`src/rtl/mem_req_initiator_if.sv`:
```
// Client request/response handshake and memory strobe bus for mem_req_initiator.
// The master modport is the initiator; the slave modport is the surrounding client and memory.
interface mem_req_initiator_if #(
  parameter int DATA_WIDTH  = 16,
  parameter int ADDR_WIDTH  = 14,
  parameter int RDATA_WIDTH = 8
);
  logic                   req_valid;
  logic                   req_ready;
  logic                   req_write;
  logic [ADDR_WIDTH-1:0]  req_addr;
  logic [DATA_WIDTH-1:0]  req_wdata;
  logic                   rsp_valid;
  logic                   rsp_ready;
  logic [RDATA_WIDTH-1:0] rsp_rdata;
  logic                   rsp_err;
  logic                   mem_re;
  logic                   mem_we;
  logic [ADDR_WIDTH-1:0]  mem_addr;
  logic [DATA_WIDTH-1:0]  mem_wdata;
  logic [RDATA_WIDTH-1:0] mem_rdata;
  logic                   mem_resp;
  logic                   stray_resp;

  modport master (
    input  req_valid, req_write, req_addr, req_wdata, rsp_ready, mem_rdata, mem_resp,
    output req_ready, rsp_valid, rsp_rdata, rsp_err, mem_re, mem_we, mem_addr, mem_wdata,
           stray_resp
  );

  modport slave (
    output req_valid, req_write, req_addr, req_wdata, rsp_ready, mem_rdata, mem_resp,
    input  req_ready, rsp_valid, rsp_rdata, rsp_err, mem_re, mem_we, mem_addr, mem_wdata,
           stray_resp
  );
endinterface

```
`src/rtl/mem_req_initiator.sv`:
```
// Single-outstanding memory request initiator: accepts a client request, strobes the
// memory until mem_resp or a wait timeout, then holds the response until the client takes it.
module mem_req_initiator #(
  parameter int DATA_WIDTH  = 16,
  parameter int ADDR_WIDTH  = 14,
  parameter int RDATA_WIDTH = 8,
  parameter int TIMEOUT     = 15
) (
  input  logic                  clk,
  input  logic                  reset_n,
  mem_req_initiator_if.master   bus
);

  typedef enum logic [1:0] {IDLE, ISSUE, RESP} state_t;

  localparam logic [7:0] TIMEOUT_CNT = TIMEOUT[7:0];

  state_t                 state;
  logic                   write_q;
  logic [7:0]             wait_cnt;
  logic                   mem_re_q;
  logic                   mem_we_q;
  logic [ADDR_WIDTH-1:0]  mem_addr_q;
  logic [DATA_WIDTH-1:0]  mem_wdata_q;
  logic [RDATA_WIDTH-1:0] rsp_rdata_q;
  logic                   rsp_err_q;
  logic                   stray_q;

  assign bus.req_ready  = (state == IDLE);
  assign bus.rsp_valid  = (state == RESP);
  assign bus.rsp_rdata  = rsp_rdata_q;
  assign bus.rsp_err    = rsp_err_q;
  assign bus.mem_re     = mem_re_q;
  assign bus.mem_we     = mem_we_q;
  assign bus.mem_addr   = mem_addr_q;
  assign bus.mem_wdata  = mem_wdata_q;
  assign bus.stray_resp = stray_q;

  // A response that beats the timeout on its final cycle still counts as a normal completion.
  always_ff @(posedge clk) begin
    if (!reset_n) begin
      state       <= IDLE;
      write_q     <= 1'b0;
      wait_cnt    <= 8'd0;
      mem_re_q    <= 1'b0;
      mem_we_q    <= 1'b0;
      mem_addr_q  <= '0;
      mem_wdata_q <= '0;
      rsp_rdata_q <= '0;
      rsp_err_q   <= 1'b0;
      stray_q     <= 1'b0;
    end else begin
      if (bus.mem_resp && (state != ISSUE)) begin
        stray_q <= 1'b1;
      end
      case (state)
        IDLE: begin
          if (bus.req_valid) begin
            write_q     <= bus.req_write;
            mem_addr_q  <= bus.req_addr;
            mem_wdata_q <= bus.req_wdata;
            mem_we_q    <= bus.req_write;
            mem_re_q    <= ~bus.req_write;
            wait_cnt    <= 8'd0;
            state       <= ISSUE;
          end
        end
        ISSUE: begin
          wait_cnt <= wait_cnt + 8'd1;
          if (bus.mem_resp) begin
            mem_re_q    <= 1'b0;
            mem_we_q    <= 1'b0;
            rsp_rdata_q <= write_q ? '0 : bus.mem_rdata;
            rsp_err_q   <= 1'b0;
            state       <= RESP;
          end else if ((wait_cnt + 8'd1) == TIMEOUT_CNT) begin
            mem_re_q    <= 1'b0;
            mem_we_q    <= 1'b0;
            rsp_rdata_q <= '0;
            rsp_err_q   <= 1'b1;
            state       <= RESP;
          end
        end
        RESP: begin
          if (bus.rsp_ready) begin
            state <= IDLE;
          end
        end
        default: state <= IDLE;
      endcase
    end
  end

endmodule

```
`src/flat_wrapper.sv`:
```
// flat-port wrapper written by rule: the top's interface ports become plain ports
module mem_req_initiator_flat 
#(
  parameter int DATA_WIDTH  = 16,
  parameter int ADDR_WIDTH  = 14,
  parameter int RDATA_WIDTH = 8,
  parameter int TIMEOUT     = 15
)
  (clk, reset_n, bus_req_valid, bus_req_write, bus_req_addr, bus_req_wdata, bus_rsp_ready, bus_mem_rdata, bus_mem_resp, bus_req_ready, bus_rsp_valid, bus_rsp_rdata, bus_rsp_err, bus_mem_re, bus_mem_we, bus_mem_addr, bus_mem_wdata, bus_stray_resp);
  mem_req_initiator_if #(.DATA_WIDTH(DATA_WIDTH), .ADDR_WIDTH(ADDR_WIDTH), .RDATA_WIDTH(RDATA_WIDTH)) bus_i ();
  input  logic clk;
  input  logic reset_n;
  input wire logic [$bits(bus_i.req_valid)-1:0] bus_req_valid;
  input wire logic [$bits(bus_i.req_write)-1:0] bus_req_write;
  input wire logic [$bits(bus_i.req_addr)-1:0] bus_req_addr;
  input wire logic [$bits(bus_i.req_wdata)-1:0] bus_req_wdata;
  input wire logic [$bits(bus_i.rsp_ready)-1:0] bus_rsp_ready;
  input wire logic [$bits(bus_i.mem_rdata)-1:0] bus_mem_rdata;
  input wire logic [$bits(bus_i.mem_resp)-1:0] bus_mem_resp;
  output wire logic [$bits(bus_i.req_ready)-1:0] bus_req_ready;
  output wire logic [$bits(bus_i.rsp_valid)-1:0] bus_rsp_valid;
  output wire logic [$bits(bus_i.rsp_rdata)-1:0] bus_rsp_rdata;
  output wire logic [$bits(bus_i.rsp_err)-1:0] bus_rsp_err;
  output wire logic [$bits(bus_i.mem_re)-1:0] bus_mem_re;
  output wire logic [$bits(bus_i.mem_we)-1:0] bus_mem_we;
  output wire logic [$bits(bus_i.mem_addr)-1:0] bus_mem_addr;
  output wire logic [$bits(bus_i.mem_wdata)-1:0] bus_mem_wdata;
  output wire logic [$bits(bus_i.stray_resp)-1:0] bus_stray_resp;
  assign bus_i.req_valid = bus_req_valid;
  assign bus_i.req_write = bus_req_write;
  assign bus_i.req_addr = bus_req_addr;
  assign bus_i.req_wdata = bus_req_wdata;
  assign bus_i.rsp_ready = bus_rsp_ready;
  assign bus_i.mem_rdata = bus_mem_rdata;
  assign bus_i.mem_resp = bus_mem_resp;
  assign bus_req_ready = bus_i.req_ready;
  assign bus_rsp_valid = bus_i.rsp_valid;
  assign bus_rsp_rdata = bus_i.rsp_rdata;
  assign bus_rsp_err = bus_i.rsp_err;
  assign bus_mem_re = bus_i.mem_re;
  assign bus_mem_we = bus_i.mem_we;
  assign bus_mem_addr = bus_i.mem_addr;
  assign bus_mem_wdata = bus_i.mem_wdata;
  assign bus_stray_resp = bus_i.stray_resp;
  mem_req_initiator #(.DATA_WIDTH(DATA_WIDTH), .ADDR_WIDTH(ADDR_WIDTH), .RDATA_WIDTH(RDATA_WIDTH), .TIMEOUT(TIMEOUT)) u_core (.clk(clk), .reset_n(reset_n), .bus(bus_i));
endmodule
```
`config.mk`:
```
export PLATFORM = sky130hd
export DESIGN_NAME = mem_req_initiator_flat
export DESIGN_NICKNAME = d
export VERILOG_FILES = /design/src/rtl/mem_req_initiator_if.sv /design/src/rtl/mem_req_initiator.sv /design/src/flat_wrapper.sv
export SDC_FILE = /design/constraint.sdc
export NUM_CORES = 1
export LEC_CHECK = 0
export BUFFER_PORTS_ARGS = -buffer_cell sky130_fd_sc_hd__buf_2
export CAP_MARGIN = 20
export CELL_PAD_IN_SITES_DETAIL_PLACEMENT = 0
export CELL_PAD_IN_SITES_GLOBAL_PLACEMENT = 1
export CORE_UTILIZATION = 25
export CTS_CLUSTER_DIAMETER = 80
export CTS_CLUSTER_SIZE = 14
export DETAILED_ROUTE_END_ITERATION = 8
export PLACE_DENSITY_LB_ADDON = 0.1
export RECOVER_POWER = 50
export SLEW_MARGIN = 10
export SYNTH_ARGS = -nofsm -noshare
export SYNTH_HDL_FRONTEND = slang
export SYNTH_SLANG_ARGS = --single-unit
```
`constraint.sdc`:
```
create_clock -name clk -period 1.8 [get_ports clk]
set_input_delay 0.27 -clock clk [delete_from_list [all_inputs] [get_ports clk]]
set_output_delay 0.27 -clock clk [all_outputs]
set_load 0.01 [all_outputs]
```
==> results.json <==
{
  "switchingPower_uw": 636.7,
  "nets": 407,
  "period_share_pct": 96.68,
  "synth-adder-area-share_pct": 1.174,
  "critical_path_peak_fanout": 5,
  "hold_start": "bus_req_wdata[11]",
  "synth_commonest_cells": "66 x nand2_1, 53 x a21oi_1, 53 x dfxtp_1",
  "die_h_um": 94.32,
  "clk_latency_ns": 0.30,
  "synthCells": 266,
  "die_x_um": 94.32,
  "cts_sinks": 53,
  "cts_root_buf": "clkbuf_8",
  "status": "completed",
  "switching_share_pct": 27.74,
  "fillCellCount": 905,
  "holdPathStages": 3,
  "hp-class": "in2reg",
  "synth_xor_xnor_area_share_pct": 1.644,
  "p_leak_uw": 0.001126,
  "yosysMostFrequentCell": "nand2_1",
  "maxCapViolations": 0,
  "drc_errors": 0,
  "hold_path_end": "u_core.bus.mem_wdata[11]$_SDFFE_PN0P_",
  "hpwl_um": 4013,
  "setup_violations": 0,
  "num_vias": 2113,
  "ys_seq_area_share_pct": 49.79,
  "async_flop_share_pct": 0,
  "grt_pass1_vias": 2022,
  "diodes": 0,
  "synth.distinct_cells": 35,
  "peakVddDrop_v": 0.0003027,
  "wl_um": 5978,
  "cp.arrival_ns": 1.90,
  "clkTransAtPathRegs_ns": 0.10,
  "required_ns": 1.96,
  "yosysTopAreaCell": "dfxtp_1",
  "post-route-util_pct": 34.98,
  "drive_gt1_share_pct": 22.16,
  "hold_buffers": 0,
  "r2r_cells": 7,
  "grt_pass1_wl_um": 9784,
  "cts_buffers": 5,
  "p_clk_share_pct": 28.3,
  "place_congestion": 0.7144,
  "worst_pin_slew_ns": 0.7914,
  "synth_compound_area_share_pct": 20.73,
  "startpoint_type": "register",
  "power.share.sequential_pct": 55.6,
  "clockBufferDepth": 2,
  "power_density_nw_per_um2": 798.6,
  "rsz0062_at_grt": "true",
  "muxShareOfSynthArea_pct": 0,
  "relSlewSlack_pct": 47.24,
  "wl_per_cell_um": 12.83,
  "gr-total-overflow": 0,
  "grt_max_degree": 43,
  "r2r_start": "u_core.wait_cnt[1]$_SDFFE_PN0P_",
  "yosys_warnings": 0,
  "end_kind": "register",
  "core_um2": 8217,
  "synth_seq_cells": 53,
  "slew_violations": 0,
  "reg2reg_slack_ns": 0.06,
  "drt_first_pass_iters": 4,
  "cts_tree": "built",
  "finalHoldViolations": 0,
  "synth_top_cells_by_area": "dfxtp_1 50%, a21oi_1 12%, nand2_1 12%, nor2b_1 2.9%, a22oi_1 2.8%",
  "grt_antenna_before_repair": 0,
  "fin_setup_tns_ns": 0,
  "crit-reg2reg-capture": "u_core.bus.rsp_rdata[6]$_SDFFE_PN0P_",
  "synth_top_family_by_area": "simple AND/OR/NAND/NOR gates",
  "intPower_uw": 1659,
  "skew_ns": 0.01211,
  "syn2layout_area_growth_pct": 34.88,
  "syn-cell-area_um2": 2131,
  "clock.fmax_ghz": 0.5747,
  "syn_nets": 312,
  "synth_edf_count": 0,
  "grt_usage_pct": 14.10,
  "numPortBuffers": 87,
  "antenna_left": 0,
  "ys.flop_type": "dfxtp_1",
  "io_pins": 88,
  "final.min_clock_period_ns": 1.740,
  "dieArea_um2": 8896,
  "start_util_pct": 25.93,
  "first_iter_violations": 64,
  "yosysTopAreaCellShare_pct": 49.79,
  "syn-mean-instance-area_um2": 8.011,
  "synthSimpleGateAreaFrac_pct": 22.72,
  "worstSetupPathType": "reg2reg",
  "h-tree-depth": 2,
  "combPwrFrac_pct": 16.0,
  "via_per_inst": 4.534,
  "num_rows": 33
}
-- cell usage in the layout (no fill, tap or decap), drive strengths merged --
cell type / count
nand3b: 2
and2: 1
nand4: 1
nand4b: 1
nor3: 2
o21bai: 1
clkbuf: 50
inv: 1
a31o: 1
nor2b: 10
or4: 1
a31oi: 1
or3: 1
a21oi: 53
clkinv: 2
nor3b: 3
or3b: 1
ha: 2
and3: 1
nor2: 11
nand3: 4
dfxtp: 53
o21a: 1
xor2: 2
xnor2: 2
nand2b: 1
nand2: 66
a22oi: 8
o21ai: 14
a221oi: 1
a21o: 1
buf: 62
-- cell families (layout without fill, tap and decap cells) --
family | Yosys count | in the layout
AND/OR/NAND/NOR | 106 | 106
AO/OA/AOI/OAI | 81 | 81
flip-flops | 53 | 53
buffers and inverters | 20 | 115
XOR/XNOR | 4 | 4
adder cells (fa/ha/maj) | 2 | 2
-- registers in the layout, indices dropped and copies added, names as in the netlist --
signal                 flops
u_core.bus.stray_resp      1
u_core.state               2
u_core.bus.mem_addr       14
u_core.bus.rsp_rdata       8
u_core.bus.mem_re          1
u_core.bus.rsp_err         1
u_core.wait_cnt            8
u_core.bus.mem_wdata      16
u_core.write_q             1
u_core.bus.mem_we          1
-- worst max-delay path, stage by stage, from the launching register on --
cell	delay, ns
dfxtp_2	0.37
buf_6	0.11
nand3_2	0.07
xor2_1	0.14
or4_4	0.53
clkbuf_16	0.18
o21ai_1	0.11
a21oi_1	0.07
-- power by group through the flow --
stage                     registers [uW]  clock network, uW  logic, uW
final                               1280                651        368
after global routing                1290                733        421
after CTS                           1270                699        390
after detailed placement            1300                  0        389
after global placement              1300                  0        387
after floorplan                     1330                  0        173
-- metal layers --
layer  part of all wire, %  global-route usage [%]  vias to the layer above
met1                    45                   17.92                      973
met4                  0.85                   3.846                        0
met2                    47                   22.22                       50
li1                      -                       -                     1085
met5                     0                       0                        -
met3                   7.7                   5.340                        5
-- worst max path at each step --
stage	from	cells past startpoint	end
floorplan	u_core.wait_cnt[0]$_SDFFE_PN0P_	7	u_core.bus.rsp_rdata[1]$_SDFFE_PN0P_
global placement	u_core.wait_cnt[0]$_SDFFE_PN0P_	7	u_core.bus.rsp_rdata[4]$_SDFFE_PN0P_
detailed placement	u_core.wait_cnt[0]$_SDFFE_PN0P_	6	u_core.bus.mem_we$_SDFFE_PN0P_
CTS	u_core.wait_cnt[1]$_SDFFE_PN0P_	6	u_core.bus.mem_we$_SDFFE_PN0P_
global route	u_core.wait_cnt[1]$_SDFFE_PN0P_	7	u_core.bus.rsp_rdata[5]$_SDFFE_PN0P_
finish	u_core.wait_cnt[1]$_SDFFE_PN0P_	7	u_core.bus.rsp_rdata[6]$_SDFFE_PN0P_
-- cell type report --
type                       count  area (um^2)  share of cell area [%]
sequential                    53         1065                   37.05
multi-input combinational    193         1020                   35.48
timing repair buffer         106        569.3                   19.81
tap                          105        131.4                   4.571
clock buffer                   6        72.57                   2.525
clock inverter                 1        8.758                  0.3047
inverter                       2        7.507                  0.2612
-- timing repair --
action,4_1_cts,5_1_grt
resized for setup,0,19
endpoints found under the setup margin,5,13
pin swaps,0,1
buffers inserted,0,1
gates cloned,0,1
-- metrics by stage --
| step | total power (uW) | area [um^2] | instances | hold WS [ns] | setup slack [ns] |
|---|---|---|---|---|---|
| 3_3_place_gp | 1688 | 2766 | 457 | 0.4398 | 0.03690 |
| 2_1_floorplan | 1502 | 2131 | 266 | 0.3861 | 0.003347 |
| 3_5_place_dp | 1690 | 2766 | 457 | 0.4435 | 0.01214 |
| 4_1_cts | 2363 | 2848 | 464 | 0.1776 | -0.01678 |
| 6_report | 2295 | 2874 | 466 | 0.1928 | 0.05984 |
| 5_1_grt | 2441 | 2874 | 466 | 0.1814 | -0.009253 |
(Power assumes the default switching activity.)
